--- src/rtl/memory_rw_if.sv ---
// Bus bundle for memory_rw: one write request port and one pipelined read
// port with response flags. The master issues requests, the slave is the memory.
interface memory_rw_if #(
    parameter int DATA_WIDTH = 32,
    parameter int ADDR_WIDTH = 8
);
    // Read request / response
    logic                      rd_en;
    logic [ADDR_WIDTH-1:0]     rd_adr;
    logic [DATA_WIDTH-1:0]     rd_data;
    logic                      rd_valid;
    logic                      rd_err;

    // Write request / error pulse
    logic                      wr_en;
    logic [ADDR_WIDTH-1:0]     wr_adr;
    logic [DATA_WIDTH-1:0]     wr_data;
    logic [DATA_WIDTH/8-1:0]   wr_be;
    logic                      wr_err;

    modport master (
        output rd_en, rd_adr, wr_en, wr_adr, wr_data, wr_be,
        input  rd_data, rd_valid, rd_err, wr_err
    );

    modport slave (
        input  rd_en, rd_adr, wr_en, wr_adr, wr_data, wr_be,
        output rd_data, rd_valid, rd_err, wr_err
    );
endinterface

--- src/rtl/memory_rw.sv ---
// Single-clock word memory with byte-enable writes and a 1- or 2-stage
// pipelined read port. Out-of-range accesses never touch the array; they are
// flagged instead (rd_err on the response, wr_err one cycle after the write).
module memory_rw #(
    parameter int    DATA_WIDTH   = 32,
    parameter int    ADDR_WIDTH   = 8,
    parameter int    MAX_MEM_SIZE = 128,
    parameter int    RD_LATENCY   = 1,
    parameter bit    BYPASS       = 1'b1,
    parameter string FILE_INPUT   = "./sim/file/new_test.txt"
) (
    input  logic       clk,
    input  logic       rst_n,
    memory_rw_if.slave bus
);
    localparam int BE_WIDTH = DATA_WIDTH / 8;
    localparam int IDX_W    = (MAX_MEM_SIZE > 1) ? $clog2(MAX_MEM_SIZE) : 1;
    // One extra bit so a limit of exactly 2^ADDR_WIDTH is representable.
    localparam logic [ADDR_WIDTH:0] MEM_LIMIT = (ADDR_WIDTH + 1)'(MAX_MEM_SIZE);

    // Reject illegal configurations at elaboration time.
    if (DATA_WIDTH % 8 != 0) begin : g_chk_dw
        $fatal(1, "memory_rw: DATA_WIDTH must be a multiple of 8");
    end
    if (RD_LATENCY != 1 && RD_LATENCY != 2) begin : g_chk_lat
        $fatal(1, "memory_rw: RD_LATENCY must be 1 or 2");
    end
    if (longint'(MAX_MEM_SIZE) > (64'd1 << ADDR_WIDTH)) begin : g_chk_size
        $fatal(1, "memory_rw: MAX_MEM_SIZE exceeds 2^ADDR_WIDTH");
    end

    logic [DATA_WIDTH-1:0] r_mem [MAX_MEM_SIZE];

    logic                  w_rd_in_range;
    logic                  w_wr_in_range;
    logic                  w_wr_fire;
    logic                  w_bypass_hit;
    logic [IDX_W-1:0]      w_rd_idx;
    logic [IDX_W-1:0]      w_wr_idx;
    logic [DATA_WIDTH-1:0] w_rd_old;
    logic [DATA_WIDTH-1:0] w_rd_merged;
    logic [DATA_WIDTH-1:0] w_rd_word;

    // Full-width compare: no modulo wrap of addresses beyond the array.
    assign w_rd_in_range = ({1'b0, bus.rd_adr} < MEM_LIMIT);
    assign w_wr_in_range = ({1'b0, bus.wr_adr} < MEM_LIMIT);
    assign w_rd_idx      = bus.rd_adr[IDX_W-1:0];
    assign w_wr_idx      = bus.wr_adr[IDX_W-1:0];
    assign w_wr_fire     = bus.wr_en && w_wr_in_range;
    assign w_rd_old      = r_mem[w_rd_idx];

    // Post-write view of the read word: enabled bytes from wr_data, rest old.
    for (genvar gi = 0; gi < BE_WIDTH; gi++) begin : g_merge
        assign w_rd_merged[gi*8 +: 8] = bus.wr_be[gi] ? bus.wr_data[gi*8 +: 8]
                                                      : w_rd_old[gi*8 +: 8];
    end

    // A same-edge write to the read address only matters when bypassing.
    assign w_bypass_hit = BYPASS && w_wr_fire && (bus.wr_adr == bus.rd_adr);
    assign w_rd_word    = w_bypass_hit ? w_rd_merged : w_rd_old;

    // Byte-lane array update; nothing is accepted while reset is held.
    always_ff @(posedge clk) begin
        if (rst_n && w_wr_fire) begin
            for (int i = 0; i < BE_WIDTH; i++) begin
                if (bus.wr_be[i]) begin
                    r_mem[w_wr_idx][i*8 +: 8] <= bus.wr_data[i*8 +: 8];
                end
            end
        end
    end

    logic r_wr_err;

    // One-cycle flag for a write that fell outside the array.
    always_ff @(posedge clk or negedge rst_n) begin
        if (!rst_n) begin
            r_wr_err <= 1'b0;
        end else begin
            r_wr_err <= bus.wr_en && !w_wr_in_range;
        end
    end

    logic                  r_s1_valid;
    logic                  r_s1_err;
    logic [DATA_WIDTH-1:0] r_s1_data;

    // First read stage: capture the response on acceptance; data holds when idle.
    always_ff @(posedge clk or negedge rst_n) begin
        if (!rst_n) begin
            r_s1_valid <= 1'b0;
            r_s1_err   <= 1'b0;
            r_s1_data  <= '0;
        end else begin
            r_s1_valid <= bus.rd_en;
            r_s1_err   <= bus.rd_en && !w_rd_in_range;
            if (bus.rd_en) begin
                r_s1_data <= w_rd_in_range ? w_rd_word : '0;
            end
        end
    end

    logic                  w_out_valid;
    logic                  w_out_err;
    logic [DATA_WIDTH-1:0] w_out_data;

    if (RD_LATENCY == 2) begin : g_lat2
        logic                  r_s2_valid;
        logic                  r_s2_err;
        logic [DATA_WIDTH-1:0] r_s2_data;

        // Second read stage: shift responses along, holding data between them.
        always_ff @(posedge clk or negedge rst_n) begin
            if (!rst_n) begin
                r_s2_valid <= 1'b0;
                r_s2_err   <= 1'b0;
                r_s2_data  <= '0;
            end else begin
                r_s2_valid <= r_s1_valid;
                r_s2_err   <= r_s1_err;
                if (r_s1_valid) begin
                    r_s2_data <= r_s1_data;
                end
            end
        end

        assign w_out_valid = r_s2_valid;
        assign w_out_err   = r_s2_err;
        assign w_out_data  = r_s2_data;
    end else begin : g_lat1
        assign w_out_valid = r_s1_valid;
        assign w_out_err   = r_s1_err;
        assign w_out_data  = r_s1_data;
    end

    assign bus.rd_valid = w_out_valid;
    assign bus.rd_err   = w_out_err;
    assign bus.rd_data  = w_out_data;
    assign bus.wr_err   = r_wr_err;
endmodule

--- src/flat_wrapper.sv ---
// flat-port wrapper written by rule: the top's interface ports become plain ports
module memory_rw_flat 
#(
    parameter int    DATA_WIDTH   = 32,
    parameter int    ADDR_WIDTH   = 8,
    parameter int    MAX_MEM_SIZE = 128,
    parameter int    RD_LATENCY   = 1,
    parameter bit    BYPASS       = 1'b1,
    parameter string FILE_INPUT   = "                       "
)
  (clk, rst_n, bus_rd_en, bus_rd_adr, bus_wr_en, bus_wr_adr, bus_wr_data, bus_wr_be, bus_rd_data, bus_rd_valid, bus_rd_err, bus_wr_err);
  memory_rw_if #(.DATA_WIDTH(DATA_WIDTH), .ADDR_WIDTH(ADDR_WIDTH)) bus_i ();
  input  logic clk;
  input  logic rst_n;
  input wire logic [$bits(bus_i.rd_en)-1:0] bus_rd_en;
  input wire logic [$bits(bus_i.rd_adr)-1:0] bus_rd_adr;
  input wire logic [$bits(bus_i.wr_en)-1:0] bus_wr_en;
  input wire logic [$bits(bus_i.wr_adr)-1:0] bus_wr_adr;
  input wire logic [$bits(bus_i.wr_data)-1:0] bus_wr_data;
  input wire logic [$bits(bus_i.wr_be)-1:0] bus_wr_be;
  output wire logic [$bits(bus_i.rd_data)-1:0] bus_rd_data;
  output wire logic [$bits(bus_i.rd_valid)-1:0] bus_rd_valid;
  output wire logic [$bits(bus_i.rd_err)-1:0] bus_rd_err;
  output wire logic [$bits(bus_i.wr_err)-1:0] bus_wr_err;
  assign bus_i.rd_en = bus_rd_en;
  assign bus_i.rd_adr = bus_rd_adr;
  assign bus_i.wr_en = bus_wr_en;
  assign bus_i.wr_adr = bus_wr_adr;
  assign bus_i.wr_data = bus_wr_data;
  assign bus_i.wr_be = bus_wr_be;
  assign bus_rd_data = bus_i.rd_data;
  assign bus_rd_valid = bus_i.rd_valid;
  assign bus_rd_err = bus_i.rd_err;
  assign bus_wr_err = bus_i.wr_err;
  memory_rw #(.DATA_WIDTH(DATA_WIDTH), .ADDR_WIDTH(ADDR_WIDTH), .MAX_MEM_SIZE(MAX_MEM_SIZE), .RD_LATENCY(RD_LATENCY), .BYPASS(BYPASS), .FILE_INPUT(FILE_INPUT)) u_core (.clk(clk), .rst_n(rst_n), .bus(bus_i));
endmodule
--- config.mk ---
export PLATFORM = sky130hd
export DESIGN_NAME = memory_rw_flat
export DESIGN_NICKNAME = d
export VERILOG_FILES = /design/src/rtl/memory_rw_if.sv /design/src/rtl/memory_rw.sv /design/src/flat_wrapper.sv
export SDC_FILE = /design/constraint.sdc
export NUM_CORES = 2
export LEC_CHECK = 0
export ABC_AREA = 1
export CAP_MARGIN = 40
export CORE_ASPECT_RATIO = 1.25
export CORE_MARGIN = 8
export CORE_UTILIZATION = 50
export CTS_CLUSTER_DIAMETER = 120
export DETAILED_ROUTE_END_ITERATION = 6
export PLACE_DENSITY = 0.68
export SETUP_SLACK_MARGIN = 0.1
export SLEW_MARGIN = 20
export SYNTH_ARGS = -nofsm -noshare
export SYNTH_HDL_FRONTEND = slang
export SYNTH_SLANG_ARGS = --single-unit
--- constraint.sdc ---
create_clock -name clk -period 1.3 [get_ports clk]
set_clock_uncertainty 0.15 [all_clocks]
set_input_delay 0.13 -clock clk [delete_from_list [all_inputs] [get_ports clk]]
set_output_delay 0.13 -clock clk [all_outputs]
set_load 0.03 [all_outputs]
* Yosys cells after proc, flatten, opt, wreduce, memory -nomap -nowiden
Memories as Yosys holds them, arrays and structs flattened. Index checks and enable logic that the tools add are counted.
Storage, ports and cells: bits in writable memories 4096, flip-flop bits (word level) 35, logic and storage cells 33, memories 1, bits of input ports 56
Memories:
- u_core.r_mem | words 128, width 32, read ports 1, clocked after memory_dff 0, write ports 1, line memory_rw.sv:32 | logic [DATA_WIDTH-1:0] r_mem [MAX_MEM_SIZE];
Operators by class: mux-type cells 18, reduce and logical (&&, ||, !) cells 7, eq/ne operators 1, magnitude comparators 2
Operators by type and width (number):
- $mux W32 | 2
- $mux W8 | 4
- $lt A8 B8 Y1 const B | 2
- $mux W1 | 12
- $eq A8 B8 Y1 | 1
- $logic_and A1 B1 Y1 | 5
- $logic_not A1 Y1 | 2

* Logic depth before layout (Yosys ltp)
depth in word-level cells 5, gate-level depth with buffers 17

* Worst setup path after synthesis
Ideal clock, no wire load.
path type input to register, start in bus_wr_adr[0], end mem u_core.r_mem[105][0], enable pin, stages 5, data required time 780 ps, path buffers 1, path slack -668 ps, library setup time 370 ps, arrival time 1447 ps, path through inv_1 nor3_1 clkbuf_1 nand2_1 nor2_1
On the way: cells in the longest elaborated chain, start to end 5
RTL lines:
- start, declared | line flat_wrapper.sv:18 | input wire logic [$bits(bus_i.wr_adr)-1:0] bus_wr_adr;
- $lt A8 B8 Y1 | line memory_rw.sv:46 | assign w_wr_in_range = ({1'b0, bus.wr_adr} < MEM_LIMIT);
- $logic_and A1 B1 Y1 | line memory_rw.sv:49 | assign w_wr_fire = bus.wr_en && w_wr_in_range;
- $logic_and A1 B1 Y1 | line memory_rw.sv:64 | if (rst_n && w_wr_fire) begin
- $mux W1 | line memory_rw.sv:64
- $mux W1 (not written as such) | line memory_rw.sv:67 | r_mem[w_wr_idx][i*8 +: 8] <= bus.wr_data[i*8 +: 8];
- end, declared | line memory_rw.sv:32
Several ways; a longest one is shown, not always the timed one.

* Worst setup path after layout
start reg u_core.r_s1_data[31], in the netlist u_core.bus.rd_data[31], end out bus_rd_data[31]
RTL lines:
- start, declared | line memory_rw.sv:86 | logic [DATA_WIDTH-1:0] r_s1_data;
- start signal, assigned | line memory_rw.sv:98 | r_s1_data <= w_rd_in_range ? w_rd_word : '0;
- end, declared | line flat_wrapper.sv:21 | output wire logic [$bits(bus_i.rd_data)-1:0] bus_rd_data;
No word-level cell between the ends.

==> qor.txt <==
WL final - 554 mm
Initial Util - 50.2%
drt drc - 7
clock buffer depth - 4
synthesized instance count - 14,900
#FFs+latches synth - 4,131
initial antenna violation count - 35
Hold WC Path Type - input pin to register
Sw Ratio - 23.1%
Worst-path clk slew - 0.07 ns
crit-path max FO - 2
mean post-synth cell area - 11.4 sq um
CTS Buf Count - 383
number of global-route vias before repair - 117,000
Yosys warning count - 0
Placement Setup Slack - -1.60 ns
total clock sinks - 4,131
CP arrival - 1.67 ns
PnR Total Power - 0.282 W
area of the mapped netlist - 170,000 sq um
most common cell after layout, fill and taps aside - nand2_1
post-route ant nets - 0
Final Hold Viols - 4
PwrDens - 1310 nW/um^2
layout cells sized above 1 - 23.3%
status - complete, but fails checks
Final TNS setup - -80.13 ns
sequential cell area fraction in the yosys report - 72.8%
GRT overflow - 0
Port Buf Inserts - 90
RD Place Congestion - 0.954
Worst-Skew Late Latency - 0.96 ns
drt first pass iters - 7
net switching power - 0.0652 W
post-synth cell types - 22
Synth area leaders - edfxtp_1 72%, nand2_1 13%, nand3_1 9.7%
most frequent cells in the layout - 5,434 x nand2_1, 4,096 x edfxtp_1, 2,724 x nand3_1
row count - 239
largest net degree at the start of global routing - 83
Clock Tree Root - clkbuf_16
endpoints failing setup - 1,013
Clock Power Share - 39.5%
max-slew violations - 0
CP Capture Type - output port
Post-Layout Inst Area - 214,000 sq um
leakage power total - 79.1 nW
Logic pwr share - 8.4%
CTS tree - built
worst slew pin tran - 0.956 ns
first-pass GRT wire length - 783 mm
kind of critical path - register to output port
maxcap violations - 0
total global-route track usage - 29.7%
DP HPWL - 365 mm
die width - 538 um
CP Data Required Time - 1.02 ns
critical path launch point type - register
Power Internal - 0.216 W
final layout net count - 16,200
Layout area overhead - 25.9%
initial drt markers - 16,100
vias per cell - 5.86
dpl cell area - 194,000 sq um
maximum vdd drop - 0.00119 V
number of H-tree levels - 5
drt wl/cell - 26.4 um
share of power burned in registers - 52.1%
RSZ-0062 raised after global routing - yes
die area - 359,000 sq um
Die Span Y - 668 um
failing checks - DRC, hold timing, setup timing
Slew headroom - 36.2%
worst setup margin - -0.649 ns
top cell type's share of synthesized area - 72.3%
min cycle time layout - 1.95 ns
I/O pins - 91
fin crit share - 150%
DR vias - 123,000
Core Area - 339,000 sq um
post-synth top area cell - edfxtp_1
hold_ws - -0.0338 ns
Post-Syn Nets - 15,000
Max Freq - 513 MHz
==> worst max-delay path: stages (launching register included) <==
cell and delay [ns]:
dfrtp_1 0.40, buf_12 0.18, buf_12 0.15
==> sequential cells by signal, summed over array words and instances, names as in the netlist <==
register / flops
u_core.bus.rd_data: 32
u_core.r_mem: 4096
u_core.bus.rd_valid: 1
u_core.bus.wr_err: 1
u_core.bus.rd_err: 1
==> layer usage <==
metal  part of all wire (%)  up-vias  GRT usage, %
met5                  0.015        -             0
met2                     46     7343          46.2
met4                    8.0       12          19.8
met3                     11     1492          6.47
met1                     35    59600          37.5
li1                       -    54400             -
==> timing repair <==
item | CTS | global route
buffers inserted | 29 | 10
resized for setup | 809 | 681
setup endpoints to repair | 4163 | 3862
endpoints found under the hold margin | 4166 | 17
hold buffers | 51 | 2
gates cloned | 14 | 13
pin swaps | 419 | 477
==> cell type report <==
type | count | area (sq um)
Fill cell | 24200 | 124000
Multi-Input combinational cell | 9758 | 47700
Inverter | 51 | 268
Sequential cell | 4131 | 124000
Timing Repair Buffer | 1857 | 24600
Tap cell | 4458 | 5580
Clock buffer | 470 | 10100
Antenna cell | 22 | 55.1
Clock inverter | 225 | 2160
==> power groups by stage <==
stage	Sequential [W]	Clock, W	Combinational (W)
final	0.147	0.111	0.0238
after global routing	0.147	0.117	0.0251
after CTS	0.147	0.112	0.0225
after floorplan	0.150	0	0.00990
after global placement	0.150	0	0.0207
after detailed placement	0.150	0	0.0210
==> path summary, 6_finish.rpt <==
| path | startpoint | endpoint | slack [ns] | cells past startpoint |
|---|---|---|---|---|
| max in group asynchronous | rst_n | u_core.bus.rd_data[14] | -0.44 | 6 |
| worst min register to register | u_core.bus.rd_data[17] | u_core.bus.rd_data[17] | 0.37 | 2 |
| worst max-delay path | u_core.bus.rd_data[31] | bus_rd_data[31] | -0.65 | 2 |
| min in group asynchronous | rst_n | u_core.bus.rd_data[4] | 0.31 | 6 |
| worst max register to register | u_core.r_mem[98][14] | u_core.bus.rd_data[14] | -0.48 | 13 |
| worst min-delay path | bus_rd_adr[5] | u_core.bus.rd_data[5] | -0.03 | 6 |
==> cells in the mapped netlist <==
library cell	n
buf_2	426
inv_2	1
inv_4	2
buf_12	1
buf_4	176
nor3_1	9
o22ai_1	1
xor2_1	2
nor2_1	530
nand3_1	3296
inv_1	48
edfxtp_1	4096
and2_1	1
buf_6	62
buf_1	70
dfrtp_1	35
clkbuf_1	240
o21ai_0	32
nand2_1	5882
nand4_1	1
nor4_1	1
o2111ai_1	1
==> cell families (layout without fill, tap and decap cells) <==
logic type	Yosys count	count (layout)	synth area share, %
AOI/OAI and AO/OA	34	34	0.103
buffers and inverters	1026	2603	3.25
other	0	22	0
DFF	4131	4131	72.8
and+or+nand+nor	9720	9722	23.9
xor gates and xnor gates	2	2	0.0103
==> stage by stage <==
step | instances | util [%]
after floorplan | 14900 | -
after global placement | 20100 | 57.4
after detailed placement | 20100 | 57.4
after CTS | 20900 | 62.3
after global routing | 21000 | 63.3
final | 21000 | 63.3
(Power assumes the default switching activity.)
